===== src/rtl/sha256_serial_add_ctrl.sv =====
// Bit-serial multi-operand adder controller: one full-adder slice, LSB first,
// accumulates up to NUM_OPS operands modulo 2^WIDTH behind valid/ready handshakes.
module sha256_serial_add_ctrl #(
    parameter int unsigned WIDTH   = 32,
    parameter int unsigned NUM_OPS = 5,
    parameter int unsigned CNT_W   = $clog2(NUM_OPS + 1)
) (
    input  logic                     clk,
    input  logic                     rst,
    input  logic                     in_valid,
    output logic                     in_ready,
    input  logic [CNT_W-1:0]         op_count,
    input  logic [NUM_OPS*WIDTH-1:0] operands,
    output logic                     out_valid,
    input  logic                     out_ready,
    output logic [WIDTH-1:0]         sum,
    output logic                     carry_seen,
    output logic                     busy
);

    localparam int unsigned BIT_W = (WIDTH > 1) ? $clog2(WIDTH) : 1;
    localparam int unsigned BUS_W = NUM_OPS * WIDTH;

    typedef enum logic [1:0] {
        IDLE = 2'd0,
        ADD  = 2'd1,
        DONE = 2'd2
    } state_t;

    state_t             state_q, state_d;
    logic [BUS_W-1:0]   bank_q, bank_d;
    logic [WIDTH-1:0]   acc_q, acc_d;
    logic [WIDTH-1:0]   opreg_q, opreg_d;
    logic               carry_q, carry_d;
    logic [BIT_W-1:0]   bit_cnt_q, bit_cnt_d;
    logic [CNT_W-1:0]   pass_q, pass_d;
    logic [CNT_W-1:0]   k_q, k_d;
    logic [WIDTH-1:0]   sum_q, sum_d;
    logic               carry_seen_q, carry_seen_d;
    logic               out_valid_q, out_valid_d;
    logic               in_ready_q, in_ready_d;
    logic               busy_q, busy_d;

    logic               fa_sum_c;
    logic               fa_cout_c;
    logic [CNT_W-1:0]   k_clamp_c;

    // Select operand idx from a packed operand bus without a variable part-select.
    function automatic logic [WIDTH-1:0] op_sel(input logic [BUS_W-1:0] bus,
                                                input int unsigned       idx);
        logic [WIDTH-1:0] r;
        r = '0;
        for (int unsigned i = 0; i < NUM_OPS; i++) begin
            if (i == idx) r = bus[i*WIDTH +: WIDTH];
        end
        return r;
    endfunction

    // Single full-adder slice shared across all bits and passes.
    always_comb begin
        fa_sum_c  = acc_q[0] ^ opreg_q[0] ^ carry_q;
        fa_cout_c = (acc_q[0] & opreg_q[0]) | (carry_q & (acc_q[0] ^ opreg_q[0]));
    end

    always_comb begin
        k_clamp_c = op_count;
        if (op_count == '0) begin
            k_clamp_c = CNT_W'(1);
        end else if (op_count > CNT_W'(NUM_OPS)) begin
            k_clamp_c = CNT_W'(NUM_OPS);
        end
    end

    always_comb begin
        state_d      = state_q;
        bank_d       = bank_q;
        acc_d        = acc_q;
        opreg_d      = opreg_q;
        carry_d      = carry_q;
        bit_cnt_d    = bit_cnt_q;
        pass_d       = pass_q;
        k_d          = k_q;
        sum_d        = sum_q;
        carry_seen_d = carry_seen_q;
        out_valid_d  = out_valid_q;

        case (state_q)
            IDLE: begin
                if (in_valid) begin
                    bank_d       = operands;
                    acc_d        = op_sel(operands, 32'd0);
                    opreg_d      = op_sel(operands, 32'd1);
                    k_d          = k_clamp_c;
                    carry_d      = 1'b0;
                    bit_cnt_d    = '0;
                    carry_seen_d = 1'b0;
                    pass_d       = CNT_W'(1);
                    state_d      = (k_clamp_c > CNT_W'(1)) ? ADD : DONE;
                end
            end
            ADD: begin
                acc_d            = acc_q >> 1;
                acc_d[WIDTH-1]   = fa_sum_c;
                opreg_d          = opreg_q >> 1;
                carry_d          = fa_cout_c;
                bit_cnt_d        = bit_cnt_q + BIT_W'(1);
                if (bit_cnt_q == BIT_W'(WIDTH - 1)) begin
                    // End of a pass: carry out of the MSB is dropped (mod 2^WIDTH).
                    carry_d   = 1'b0;
                    bit_cnt_d = '0;
                    if (fa_cout_c) carry_seen_d = 1'b1;
                    if (pass_q == k_q - CNT_W'(1)) begin
                        state_d     = DONE;
                        out_valid_d = 1'b1;
                        sum_d       = acc_d;
                    end else begin
                        pass_d  = pass_q + CNT_W'(1);
                        opreg_d = op_sel(bank_q, 32'(pass_q) + 32'd1);
                    end
                end
            end
            DONE: begin
                // Single-operand requests arrive here with out_valid still low.
                if (!out_valid_q) begin
                    out_valid_d = 1'b1;
                    sum_d       = acc_q;
                end else if (out_ready) begin
                    out_valid_d = 1'b0;
                    state_d     = IDLE;
                end
            end
            default: state_d = IDLE;
        endcase

        in_ready_d = (state_d == IDLE);
        busy_d     = (state_d != IDLE);
    end

    always_ff @(posedge clk) begin
        if (rst) begin
            state_q      <= IDLE;
            bank_q       <= '0;
            acc_q        <= '0;
            opreg_q      <= '0;
            carry_q      <= 1'b0;
            bit_cnt_q    <= '0;
            pass_q       <= '0;
            k_q          <= '0;
            sum_q        <= '0;
            carry_seen_q <= 1'b0;
            out_valid_q  <= 1'b0;
            in_ready_q   <= 1'b1;
            busy_q       <= 1'b0;
        end else begin
            state_q      <= state_d;
            bank_q       <= bank_d;
            acc_q        <= acc_d;
            opreg_q      <= opreg_d;
            carry_q      <= carry_d;
            bit_cnt_q    <= bit_cnt_d;
            pass_q       <= pass_d;
            k_q          <= k_d;
            sum_q        <= sum_d;
            carry_seen_q <= carry_seen_d;
            out_valid_q  <= out_valid_d;
            in_ready_q   <= in_ready_d;
            busy_q       <= busy_d;
        end
    end

    assign in_ready   = in_ready_q;
    assign out_valid  = out_valid_q;
    assign sum        = sum_q;
    assign carry_seen = carry_seen_q;
    assign busy       = busy_q;

endmodule


===== config.mk =====
export PLATFORM = sky130hd
export DESIGN_NAME = sha256_serial_add_ctrl
export DESIGN_NICKNAME = d
export VERILOG_FILES = /design/src/rtl/sha256_serial_add_ctrl.sv
export SDC_FILE = /design/constraint.sdc
export NUM_CORES = 1
export LEC_CHECK = 0
export ABC_AREA = 1
export CORE_MARGIN = 2
export CORE_UTILIZATION = 58
export CTS_CLUSTER_SIZE = 12
export DETAILED_ROUTE_END_ITERATION = 10
export PLACE_DENSITY = 0.84
export SYNTH_ARGS = -nofsm -noshare
export SYNTH_HDL_FRONTEND = slang
export SYNTH_SLANG_ARGS = --single-unit

===== constraint.sdc =====
create_clock -name clk -period 4 [get_ports clk]
set_clock_uncertainty 0.2 [all_clocks]
set_input_delay 0.6 -clock clk [delete_from_list [all_inputs] [get_ports clk]]
set_output_delay 0.6 -clock clk [all_outputs]
set_load 0.01 [all_outputs]

* Word level (Yosys, flattened, before mapping)
Cells that the tools add are included.
Storage, ports and cells: logic and storage cells 93, flip-flop bits (word level) 274, bits in latches 0, memories 0, bits in read-only memories 0, RAM bits 0, output and inout port bits 36, bits of input ports 167
Cells by class: reductions and logical operators 13, shift operators 0, multipliers 0, bitwise logic cells 5, $lt $le $gt $ge 2, add/subtract/negate cells 4, equality and inequality tests 14, muxes and demuxes 42, div/mod/pow operators 0
Operators with widths (number):
- $mux 32 | 12
- $pmux 32 s2 | 3
- $logic_not 32->1 | 1
- $mux 3 | 5
- $mux 2 | 6
- $ne 2x2->1 const B | 6
- $reduce_and 4->1 | 3
- $mux 5 | 2
- $pmux 5 s2 | 1
- $eq 2x4->1 const A | 2
- $mux 1 | 8
- $pmux 1 s2 | 3
- $pmux 2 s3 | 1
- $pmux 3 s2 | 1
- $reduce_bool 2->1 | 3
- $add 5x1->5 const B | 1
- $eq 5x5->1 const B | 1
- $add 3x1->4 const B | 1
- $eq 1x4->1 const A | 1
- $eq 3x4->1 const A | 1
- $logic_not 2->1 | 2
- $reduce_and 2->1 | 2
- $add 3x1->3 const B | 1
- $eq 3x3->1 | 1
- other kinds (10) | 12

* Logic depth before layout (Yosys ltp)
depth in word-level cells 10, mapped depth 15, depth with buffers taken out 14

* Worst setup path before layout
Ideal clock, no wire load.
path kind reg2reg, from register pass_q[1], to register opreg_q[14], setup time 0.122 ns, path buffers 1, data required time 3.678 ns, arrival 1.645 ns, stages on the path, launching flop included 14, clock period less this slack 1.968 ns, slack 2.032 ns, cells stage by stage dfxtp_1 > ha_1 > nand2_2 > nand2_4 > nand3_4 > buf_4 > o21ai_1 > inv_1 > nand2_1 > nand2_1 > nand2_1 > nand2_1 > nand2_1 > a21oi_2
Between the ends: cells in the longest elaborated chain, start to end 10, elaborated cells between the ends (all ways) 15, classes of those cells 1 x add/sub; 5 x eq/ne; 8 x mux; 1 x reduce/logical
RTL lines:
- start, declared | RTL line 36 | logic [CNT_W-1:0] pass_q, pass_d;
- start signal, assigned | RTL line 161 | pass_q <= pass_d;
- $add 3x1->4 | RTL line 118 | opreg_d = op_sel(bank_q, 32'(pass_q) + 32'd1);
- $logic_not 32->1 | RTL line 54 | if (i == idx) r = bus[i*WIDTH +: WIDTH];
- $mux 32 (5 in series) | RTL line 54
- $mux 32 (*) | RTL line 112 | if (pass_q == k_q - CNT_W'(1)) begin
- $mux 32 (*) | RTL line 107 | if (bit_cnt_q == BIT_W'(WIDTH - 1)) begin
- $pmux 32 s2 (*) | RTL line 87 | case (state_q)
- end signal, assigned | RTL line 158 | opreg_q <= opreg_d;
- end, declared | RTL line 33 | logic [WIDTH-1:0] opreg_q, opreg_d;
Every way passes the cells marked *; elsewhere a longest branch is shown, timed or not. A chain may end at the register's enable or synchronous reset.

* Worst setup path in the final report
from register pass_q[0], to register opreg_q[4]
The elaborated chain is that of the path after synthesis.

==> results.json <==
{
  "ys_types": 41,
  "min_period_ns": 3.11,
  "gp_congestion": 0.839,
  "pin_count": 203,
  "cap_violations": 0,
  "antenna_found_initial": 0,
  "cellLeakagePower_nw": 6.70,
  "core_um2": 21800,
  "most-common-layout-cells": "366 x nand2_1, 303 x nor2_1, 274 x dfxtp_1, 264 x o21ai_0, 201 x clkdlybuf4s50_1",
  "ys_seq_elements": 274,
  "clk_pin_slew_ns": 0.06,
  "post_cts_buffers": 0,
  "syn_area_um2": 12900,
  "synth_fp_nets": 2078,
  "vias_per_cell": 5.61,
  "ctsHoldBuffers": 0,
  "dp_hpwl_mm": 23.1,
  "relSlewSlack_pct": 14.4,
  "drc": 0,
  "dpl_cell_area_um2": 14800,
  "grt_pass1_wl_mm": 61.3,
  "p_per_area_nw_per_um2": 469,
  "design_area_um2": 15800,
  "cts-resized-gates": 0,
  "wl_per_cell_um": 16.2,
  "ir_worst_vdd_mv": 0.475,
  "synth.yosys.seq_area_share_pct": 42.6,
  "syn-instance-count": 1902,
  "numPortBuffers": 202,
  "drtIter0Drc": 1281,
  "arrival_ns": 3.39,
  "die_y_um": 153,
  "start_util_pct": 59.0,
  "final_net_count": 2186,
  "clk_latency_ns": 0.55,
  "tns_ns": 0,
  "crit_path_end_kind": "register",
  "drv_slew": 0,
  "die_area_um2": 23400,
  "fmax_mhz": 321,
  "start_kind": "register",
  "cts_root_buffer": "clkbuf_16",
  "hold_viol": 0,
  "cts.path.max_buffers": 3,
  "routed_wl_mm": 37.5,
  "grt_usage_pct": 31.1,
  "fill_cells": 1786,
  "vias": 13000,
  "grt_pass1_vias": 12400,
  "h-tree-depth": 1,
  "required_ns": 4.28,
  "numCtsBuffers": 30,
  "setup_violations": 0,
  "drive_above_1_share_pct": 6.29,
  "fin_crit_sh_pct": 77.8,
  "worst_pin_slew_ns": 1.28,
  "status": "finished clean",
  "clkSinkCount": 274,
  "die_w_um": 153,
  "first_pass_iters": 6,
  "crit_fanout": 64,
  "area_growth_pct": 22.5,
  "worstSetupPathType": "register to register",
  "grt_max_degree": 164,
  "hp-class": "register to register",
  "insertedDiodeCount": 0,
  "rsz0062_at_grt": "false",
  "ant_nets": 0,
  "cts_tree": "built",
  "grt-ovfl-total": 0,
  "std_cell_rows": 54,
  "syn_area_per_cell_um2": 6.77,
  "final_common_cell": "nand2_1",
  "yosys_warnings": 0
}
report_power, final:
part	internal (W)	switching, W
clock network	0.00167	0.00112
logic	0.000559	0.000874
registers	0.00301	0.000168
total	0.00523	0.00216
metrics by stage:
| step | hold slack, ns | setup slack, ns | cells | total power (W) | utilization, % |
|---|---|---|---|---|---|
| after floorplan | 0.225 | 2.03 | 1902 | 0.00413 | - |
| after global placement | 0.236 | 0.967 | 2258 | 0.00458 | 67.7 |
| after detailed placement | 0.242 | 0.939 | 2258 | 0.00462 | 67.7 |
| after CTS | 0.250 | 0.900 | 2314 | 0.00737 | 72.3 |
| after global routing | 0.268 | 0.644 | 2314 | 0.00770 | 72.3 |
| final | 0.248 | 0.886 | 2314 | 0.00739 | 72.3 |
cell usage after synthesis, drive strengths merged:
master	n	area, um2
a31oi	31	194
fa	1	20.0
or2	32	200
nor3	1	5.00
dfxtp	274	5490
xor2	2	17.5
nor2	309	1180
o2111ai	1	8.76
inv	179	672
and3	1	6.26
a21oi	167	881
nand4	34	213
nand2	372	1420
o22ai	1	6.26
o211ai	1	7.51
nand3	40	248
a221oi	2	17.5
clkbuf	86	324
a211oi	2	15.0
clkinv	3	11.3
o21ai	297	1490
o32ai	1	8.76
ha	8	100
buf	53	319
o21bai	1	7.51
xnor2	2	17.5
nor3b	1	7.51
layer usage:
metal	track usage, %	wire length (um)	share of wire [%]
met1	40.9	15700	42
met2	51.9	17500	47
met3	4.08	2880	7.7
met4	12.9	1460	3.9
met5	0	0	0
worst max-delay path, cell delays in order (launching register included):
cell and delay, ns:
dfxtp_1 0.51, ha_1 0.26, nand2_2 0.08, nand2_4 0.39
nand3_4 0.69, o21ai_0 0.48, inv_1 0.09, nand2_1 0.07
nand2_1 0.04, nand2_1 0.06, nand2_1 0.05, a21oi_1 0.11
sequential cells by signal, summed over array words and instances, names as in the netlist, 2 cells and up:
signal,flops
opreg_q,32
bank_q,160
sum,32
acc_q,32
bit_cnt_q,5
state_q,2
k_q,3
pass_q,3
layout make-up:
cell class,count,area (um2),share of cell area (%)
multi-input cells,1307,6070,38.5
well taps,280,350,2.22
flip-flops and latches,274,5490,34.8
clock buffers,50,947,6.01
repair buffers,215,2160,13.7
clock inverters,6,57.6,0.365
inverters,182,691,4.38
path summary, 6_finish.rpt:
check,start,end,slack [ns],cells past startpoint
max,pass_q[0]$_SDFFE_PP0P_,opreg_q[4]$_SDFFE_PP0P_,0.89,11
min,bank_q[121]$_SDFFE_PP0P_,bank_q[121]$_SDFFE_PP0P_,0.25,2
max reg2reg,pass_q[0]$_SDFFE_PP0P_,opreg_q[4]$_SDFFE_PP0P_,0.89,11
min reg2reg,bank_q[121]$_SDFFE_PP0P_,bank_q[121]$_SDFFE_PP0P_,0.25,2
kinds of logic after synthesis:
| logic type | Yosys count | synth area share [%] |
|---|---|---|
| and+or+nand+nor | 790 | 25.4 |
| buffers and inverters | 321 | 10.3 |
| DFF | 274 | 42.6 |
| AOI/OAI and AO/OA | 504 | 20.4 |
| xor gates and xnor gates | 4 | 0.272 |
| adders and majority gates | 9 | 0.933 |
Note: power is estimated with default switching activity, not from simulation.
